===== src/rtl/hazard_ctrl.sv =====
// Hazard and sequencing controller for the 5-stage F/D/E/M/W datapath.
// Produces forwarding selects, stalls/flushes, a memory-wait pipeline hold and perf counters.
module hazard_ctrl #(
   parameter int CNT_W       = 16,
   parameter int TO_W        = 8,
   parameter int MEM_TIMEOUT = 200
) (
   input  logic             clk,
   input  logic             reset,
   input  logic             Match_1E_M,
   input  logic             Match_1E_W,
   input  logic             Match_2E_M,
   input  logic             Match_2E_W,
   input  logic             Match_12D_E,
   input  logic             RegWriteE,
   input  logic             RegWriteM,
   input  logic             RegWriteW,
   input  logic             MemtoRegE,
   input  logic             PCSr_D,
   input  logic             PCSr_E,
   input  logic             PCSr_M,
   input  logic             PCSr_W,
   input  logic             BTaken_E,
   input  logic             MemAccessM,
   input  logic             DMemReady,
   output logic [1:0]       Forward_AE,
   output logic [1:0]       Forward_BE,
   output logic             F_stall,
   output logic             D_stall,
   output logic             D_Flush,
   output logic             E_flush,
   output logic             PipeHold,
   output logic             mem_timeout,
   output logic [CNT_W-1:0] stall_cycles,
   output logic [CNT_W-1:0] flush_cycles
);

   typedef enum logic [1:0] {RUN, WAIT, ERR} state_t;

   localparam logic [CNT_W-1:0] CNT_MAX = '1;
   localparam logic [TO_W-1:0]  TO_LIM  = TO_W'(MEM_TIMEOUT);

   state_t            r_state, w_state_nxt;
   logic [TO_W-1:0]   r_wait_cnt, w_wait_cnt_nxt;
   logic              r_mem_timeout, w_mem_timeout_nxt;
   logic [CNT_W-1:0]  r_stall_cycles, r_flush_cycles;
   logic              w_ldr_stall, w_pc_pend, w_mem_stuck, w_hold;

   // M stage holds the younger result, so it wins over W.
   always_comb begin
      Forward_AE = 2'b00;
      Forward_BE = 2'b00;
      if (Match_1E_M && RegWriteM)      Forward_AE = 2'b10;
      else if (Match_1E_W && RegWriteW) Forward_AE = 2'b01;
      if (Match_2E_M && RegWriteM)      Forward_BE = 2'b10;
      else if (Match_2E_W && RegWriteW) Forward_BE = 2'b01;
   end

   assign w_ldr_stall = Match_12D_E & MemtoRegE & RegWriteE;
   assign w_pc_pend   = PCSr_D | PCSr_E | PCSr_M;
   assign w_mem_stuck = MemAccessM & ~DMemReady;
   assign w_hold      = w_mem_stuck | (r_state == ERR);

   // A hold freezes everything, so flushes (and any branch redirect) wait for it to clear.
   always_comb begin
      F_stall  = w_ldr_stall | w_pc_pend;
      D_stall  = w_ldr_stall;
      D_Flush  = w_pc_pend | PCSr_W | BTaken_E;
      E_flush  = w_ldr_stall | BTaken_E;
      PipeHold = w_hold;
      if (w_hold) begin
         F_stall = 1'b1;
         D_stall = 1'b1;
         D_Flush = 1'b0;
         E_flush = 1'b0;
      end
   end

   always_comb begin
      w_state_nxt       = r_state;
      w_wait_cnt_nxt    = r_wait_cnt;
      w_mem_timeout_nxt = r_mem_timeout;
      case (r_state)
         RUN: begin
            if (w_mem_stuck) begin
               w_state_nxt    = WAIT;
               w_wait_cnt_nxt = TO_W'(1);
            end
         end
         WAIT: begin
            if (!MemAccessM || DMemReady) begin
               w_state_nxt    = RUN;
               w_wait_cnt_nxt = '0;
            end else if (r_wait_cnt == TO_LIM) begin
               w_state_nxt       = ERR;
               w_mem_timeout_nxt = 1'b1;
            end else begin
               w_wait_cnt_nxt = r_wait_cnt + TO_W'(1);
            end
         end
         ERR: begin
            w_mem_timeout_nxt = 1'b1;
         end
         default: begin
            w_state_nxt    = RUN;
            w_wait_cnt_nxt = '0;
         end
      endcase
   end

   always_ff @(posedge clk) begin
      if (!reset) begin
         r_state        <= RUN;
         r_wait_cnt     <= '0;
         r_mem_timeout  <= 1'b0;
         r_stall_cycles <= '0;
         r_flush_cycles <= '0;
      end else begin
         r_state       <= w_state_nxt;
         r_wait_cnt    <= w_wait_cnt_nxt;
         r_mem_timeout <= w_mem_timeout_nxt;
         if (F_stall && (r_stall_cycles != CNT_MAX))
            r_stall_cycles <= r_stall_cycles + CNT_W'(1);
         if ((D_Flush || E_flush) && (r_flush_cycles != CNT_MAX))
            r_flush_cycles <= r_flush_cycles + CNT_W'(1);
      end
   end

   assign mem_timeout  = r_mem_timeout;
   assign stall_cycles = r_stall_cycles;
   assign flush_cycles = r_flush_cycles;

endmodule


===== config.mk =====
export PLATFORM = sky130hd
export DESIGN_NAME = hazard_ctrl
export DESIGN_NICKNAME = d
export VERILOG_FILES = /design/src/rtl/hazard_ctrl.sv
export SDC_FILE = /design/constraint.sdc
export NUM_CORES = 1
export LEC_CHECK = 0
export ABC_AREA = 1
export CAP_MARGIN = 30
export CORE_ASPECT_RATIO = 2
export CORE_MARGIN = 3
export CORE_UTILIZATION = 35
export DETAILED_ROUTE_END_ITERATION = 8
export SETUP_SLACK_MARGIN = 0.4
export SLEW_MARGIN = 30
export SYNTH_ARGS = -nofsm -noshare
export SYNTH_HDL_FRONTEND = slang
export SYNTH_SLANG_ARGS = --single-unit
export TNS_END_PERCENT = 30

===== constraint.sdc =====
create_clock -name clk -period 2.23 [get_ports clk]
set_clock_uncertainty 0.2 [all_clocks]
set_input_delay 0.3345 -clock clk [delete_from_list [all_inputs] [get_ports clk]]
set_output_delay 0.3345 -clock clk [all_outputs]
set_load 0.01 [all_outputs]

# Word level (Yosys, flattened, before mapping)
# Cells that the tools add are included.
[totals]
reg_bits = 43
input_bits = 18
out_inout_bits = 42
[classes]
n_addsub = 3
n_eq_ne = 10
muxes = 19
n_bitwise = 12
n_reduce_logical = 14
[ops]
columns = ["cell", "count"]
rows = [
  ["adder 16 x 1 -> 16 bit, second input constant", 2],
  ["!= test 16 bit, second input constant", 2],
  ["2-to-1 mux 8 bit", 3],
  ["one-hot mux 8 bit (3 select lines)", 1],
  ["2-to-1 mux 2 bit", 5],
  ["AND reduction 3 bit", 3],
  ["adder 8 x 1 -> 8 bit, second input constant", 1],
  ["equality test 8 bit, second input constant", 1],
  ["2-to-1 mux 1 bit", 8],
  ["OR 1 bit", 7],
  ["logical AND 1 bit", 6],
  ["!= test 2 bit, second input constant", 3],
  ["!= test 3 bit, second input constant", 2],
  ["one-hot mux 2 bit (3 select lines)", 1],
  ["AND 1 bit", 3],
  ["equality test 2 x 1 -> 1 bit, second input constant", 1],
  ["equality test 2 bit, second input constant", 1],
  ["zero test 2 bit", 1],
  ["logical OR 1 bit", 2],
  ["inverter 1 bit", 2],
  ["one-hot mux 1 bit (2 select lines)", 1],
  ["nonzero test 2 bit", 1],
  ["zero test 1 bit", 1],
]

# Logic depth before layout (Yosys ltp)
[logic_depth]
ltp_word = 7
ltp_mapped = 11
mapped_depth_nobuf = 11

# Least setup slack after synthesis
# Ideal clock, no wire load.
[synth_path]
kind = "register to register"
start = "reg r_stall_cycles[0], in the netlist stall_cycles[0]"
end = "reg r_stall_cycles[11], in the netlist stall_cycles[11]"
t_arrival_ns = 1.409
t_required_ns = 1.890
slack_ns = 0.480
stages_incl_launch_ff = 10
synth_period_minus_slack_ns = 1.750
cell_sequence = "dfxtp_1 ha_1 inv_1 nor2_2 nand2_2 nor2_4 nor2_4 buf_2 nand2_1 a21oi_2"
[synth_between]
elab_chain_cells = 2
word_cells_on_any_way = 3
cone_classes = "add/sub (1); eq/ne (1); reduce/logical (1)"
[synth_rtl]
columns = ["element", "line_no", "text"]
rows = [
  ["start, declared", "46", "logic [CNT_W-1:0] r_stall_cycles, r_flush_cycles;"],
  ["start signal, assigned", "123", "r_stall_cycles <= r_stall_cycles + CNT_W'(1);"],
  ["parallel branches: the longest is 2 deep, another holds adder 16 x 1 -> 16 bit", "n/a", ""],
]
# Parallel ways; which one is timed is not known.
# A chain may end at the register's enable or synchronous reset.

# Worst setup path after layout
[layout_path]
start = "reg r_stall_cycles[10], in the netlist stall_cycles[10]"
end = "out stall_cycles[10]"
[layout_rtl]
columns = ["element", "line_no", "text"]
rows = [
  ["end, declared", "34", "output logic [CNT_W-1:0] stall_cycles,"],
]
# No word-level cell between the ends.

==> metrics.cfg <==
[synth]
avgSynthCellArea_um2=6.54
synth.largest_area_cell=dfxtp_1
yosys-top-cells-area=dfxtp_1, nand2_1, nor2_1, inv_1, a21oi_2
synth_top_area_share_pct=31.0
postSynthNetCount=450
ys_ff_latch=43
syn_area_um2=2780
yosys_warnings=0
yosysSeqAreaShare_pct=31.0
synth_cell_type_count=27
syn_inst=425

[global_routing]
grt-ovfl-total=0
grt_max_degree=20
grt_pass1_wl_um=12300
antenna_found_initial=0
grt_usage_pct=17.6
grt_pass1_vias=2783

[place]
dpl.hpwl_um=5920
dp.cells=588
portBuffers=59
place_congestion=0.859

[layout]
fillers=783
layout-drive-gt1-share_pct=25.8
final-seq-area_um2=871
multi_input_area_um2=1840
area_growth_syn_to_layout_pct=47.0
diodes=0
stdcell_count=606
finalNetCount=536

[worst_hold_path]
hold_end=r_wait_cnt[5]
min_from=r_wait_cnt[5]
hold_path.class=flop to flop
min_path_cells=2

[clocking]
clkTransAtPathRegs_ns=0.06
cts_hold_buffers=0
clock-sinks=43
cts_root_buf=clkbuf_16
clockBufferDepth=2
cts-buffers-inserted=5
cts_tree=built
clk-insertion-delay-late_ns=0.29
htree_levels=2

[power]
p_seq_share_pct=40.5
power_switching_uw=509
clock_power_share_pct=43.0
p_int_uw=1520
peakVddDrop_v=0.000386
combPwrFrac_pct=16.5
power-per-cell-area_nw_per_um2=497
cellLeakagePower_uw=0.00171
switching_share_pct=25.1

[setup_path]
arrival_ns=1.36
r2r_slack_ns=0.42
crit_chain=clkdlybuf4s50_1
slowest_delay_ns=0.60
end_kind=output pin
r2r-end=flush_cycles[14]
cp_num_buf_inv=1
cp_num_cells=1
regToRegStartpoint=flush_cycles[1]
crit_fanout=6
critPathTopFamily=buffers and inverters
reg2reg_depth=8
startpoint_type=flop
crit_type=flop to output pin
critPathRequiredTime_ns=1.70
critPathSlowestCell=clkdlybuf4s50_1

[timing]
fin_crit_sh_pct=84.9
grt_setup_unrepaired=true
drv_slew=0
setup_viol=0
worst_pin_slew_ns=0.360
hold_viol=0
slew_headroom_pct=75.9
fin_crit_ns=1.89
holdWs_ns=0.278
fmax_ghz=0.528

[detailed_routing]
ant_nets=0
drc=0
drt-total-wl_um=7970
dr.pass1.iters=4
drt_iter0_drc=111
num_vias=2925
vias_per_cell=4.83
routedWlPerCell_um=13.1

[floorplan]
core-area_um2=7660
num_rows=45
dieArea_um2=9110
io_pins=60
start_util_pct=36.3
die_y_um=132
die_w_um=69.0

[outcome]
status=completed

[run]
drv_cap=0

## power by group through the flow
| stage | registers (µW) | clock network [µW] | logic (µW) |
|---|---|---|---|
| 3_3_place_gp | 833 | 0 | 288 |
| 4_1_cts | 819 | 895 | 305 |
| 2_1_floorplan | 835 | 0 | 138 |
| 5_1_grt | 826 | 919 | 364 |
| 3_5_place_dp | 835 | 0 | 291 |
| 6_report | 821 | 873 | 334 |
## routing by layer
layer	global-route usage [%]	up-vias	part of all wire, %
met3	2.47	15	4.1
met1	16.9	1351	35
li1	-	1498	-
met4	7.17	0	2.4
met2	34.2	61	59
met5	0	-	0
## sequential cells by signal, summed over array words and instances, names as in the netlist
signal / cells
flush_cycles: 16
mem_timeout: 1
stall_cycles: 16
r_wait_cnt: 8
r_state: 2
## through the flow
stage | power, µW | instance area, µm² | utilization [%] | TNS, ns | worst slack (ns)
global placement | 1120 | 3590 | 46.8 | -0.0618 | -0.0327
detailed placement | 1130 | 3590 | 46.8 | -0.0831 | -0.0390
global route | 2110 | 4080 | 53.3 | 0 | 0.306
floorplan | 973 | 2780 | - | 0 | 0.480
CTS | 2020 | 3850 | 50.3 | 0 | 0.327
finish | 2030 | 4080 | 53.3 | 0 | 0.337
## how the worst max path moves through the flow
stage                           from               end
floorplan            stall_cycles[0]  stall_cycles[11]
global placement          MemAccessM           E_flush
detailed placement        MemAccessM           E_flush
CTS                  flush_cycles[2]   flush_cycles[2]
global route                  PCSr_D  stall_cycles[12]
finish              stall_cycles[10]  stall_cycles[10]
## area by class of cell
class                   instances  share of cell area, %
clock buffers                   6                   3.40
flip-flops and latches         43                   21.3
repair buffers                 86                   21.4
clock inverters                 2                  0.858
multi-input cells             321                   45.1
inverters                      54                   5.02
well taps                      94                   2.88
## Yosys cell counts
| cell type | count |
|---|---|
| o21ai_0 | 11 |
| nand2_2 | 17 |
| inv_2 | 6 |
| nand3_2 | 3 |
| nor2_1 | 56 |
| xor2_1 | 4 |
| xnor2_1 | 6 |
| nor3_1 | 1 |
| a21oi_2 | 19 |
| nand2_1 | 129 |
| buf_2 | 2 |
| dfxtp_1 | 43 |
| nand2_4 | 3 |
| nand3b_1 | 5 |
| buf_1 | 1 |
| clkbuf_1 | 2 |
| inv_1 | 48 |
| nand3_1 | 26 |
| and3_1 | 1 |
| buf_12 | 1 |
| nor2_8 | 1 |
| a21oi_1 | 15 |
| nor2_2 | 4 |
| ha_1 | 7 |
| buf_6 | 1 |
| nor2_4 | 4 |
| nand4_1 | 9 |
## cells in the final DEF, fill, tap and decap left out, types with 6 or more instances in the layout
master           count
dlygate4sd2_1        8
inv_1               46
dfxtp_1             37
buf_4               17
nor2_2               6
nand2_1            116
xnor2_1              6
nand2_2             25
clkbuf_16            7
inv_2                7
nor2_1              51
nand3_1             22
nand3_2              6
nand2_4              6
nor2_4               7
o21ai_0             10
nand4_1              9
clkdlybuf4s50_1     44
a21oi_2             22
a21oi_1             11
## logic make-up after synthesis
family          count (synthesis)  synth area share, %
fa+ha+maj                       7                 3.15
xor+xnor                       10                 3.15
flops                          43                 31.0
simple gates                  259                 42.8
compound gates                 45                 10.7
buf+inv                        61                 9.19
## timing repair
action                     in CTS  in global routing
setup buffers                   7                  1
setup endpoints to repair      51                 74
gates cloned                    0                  2
resized for setup              34                 52
pin swaps                       7                 22
Power figures use the tool's default switching activity.
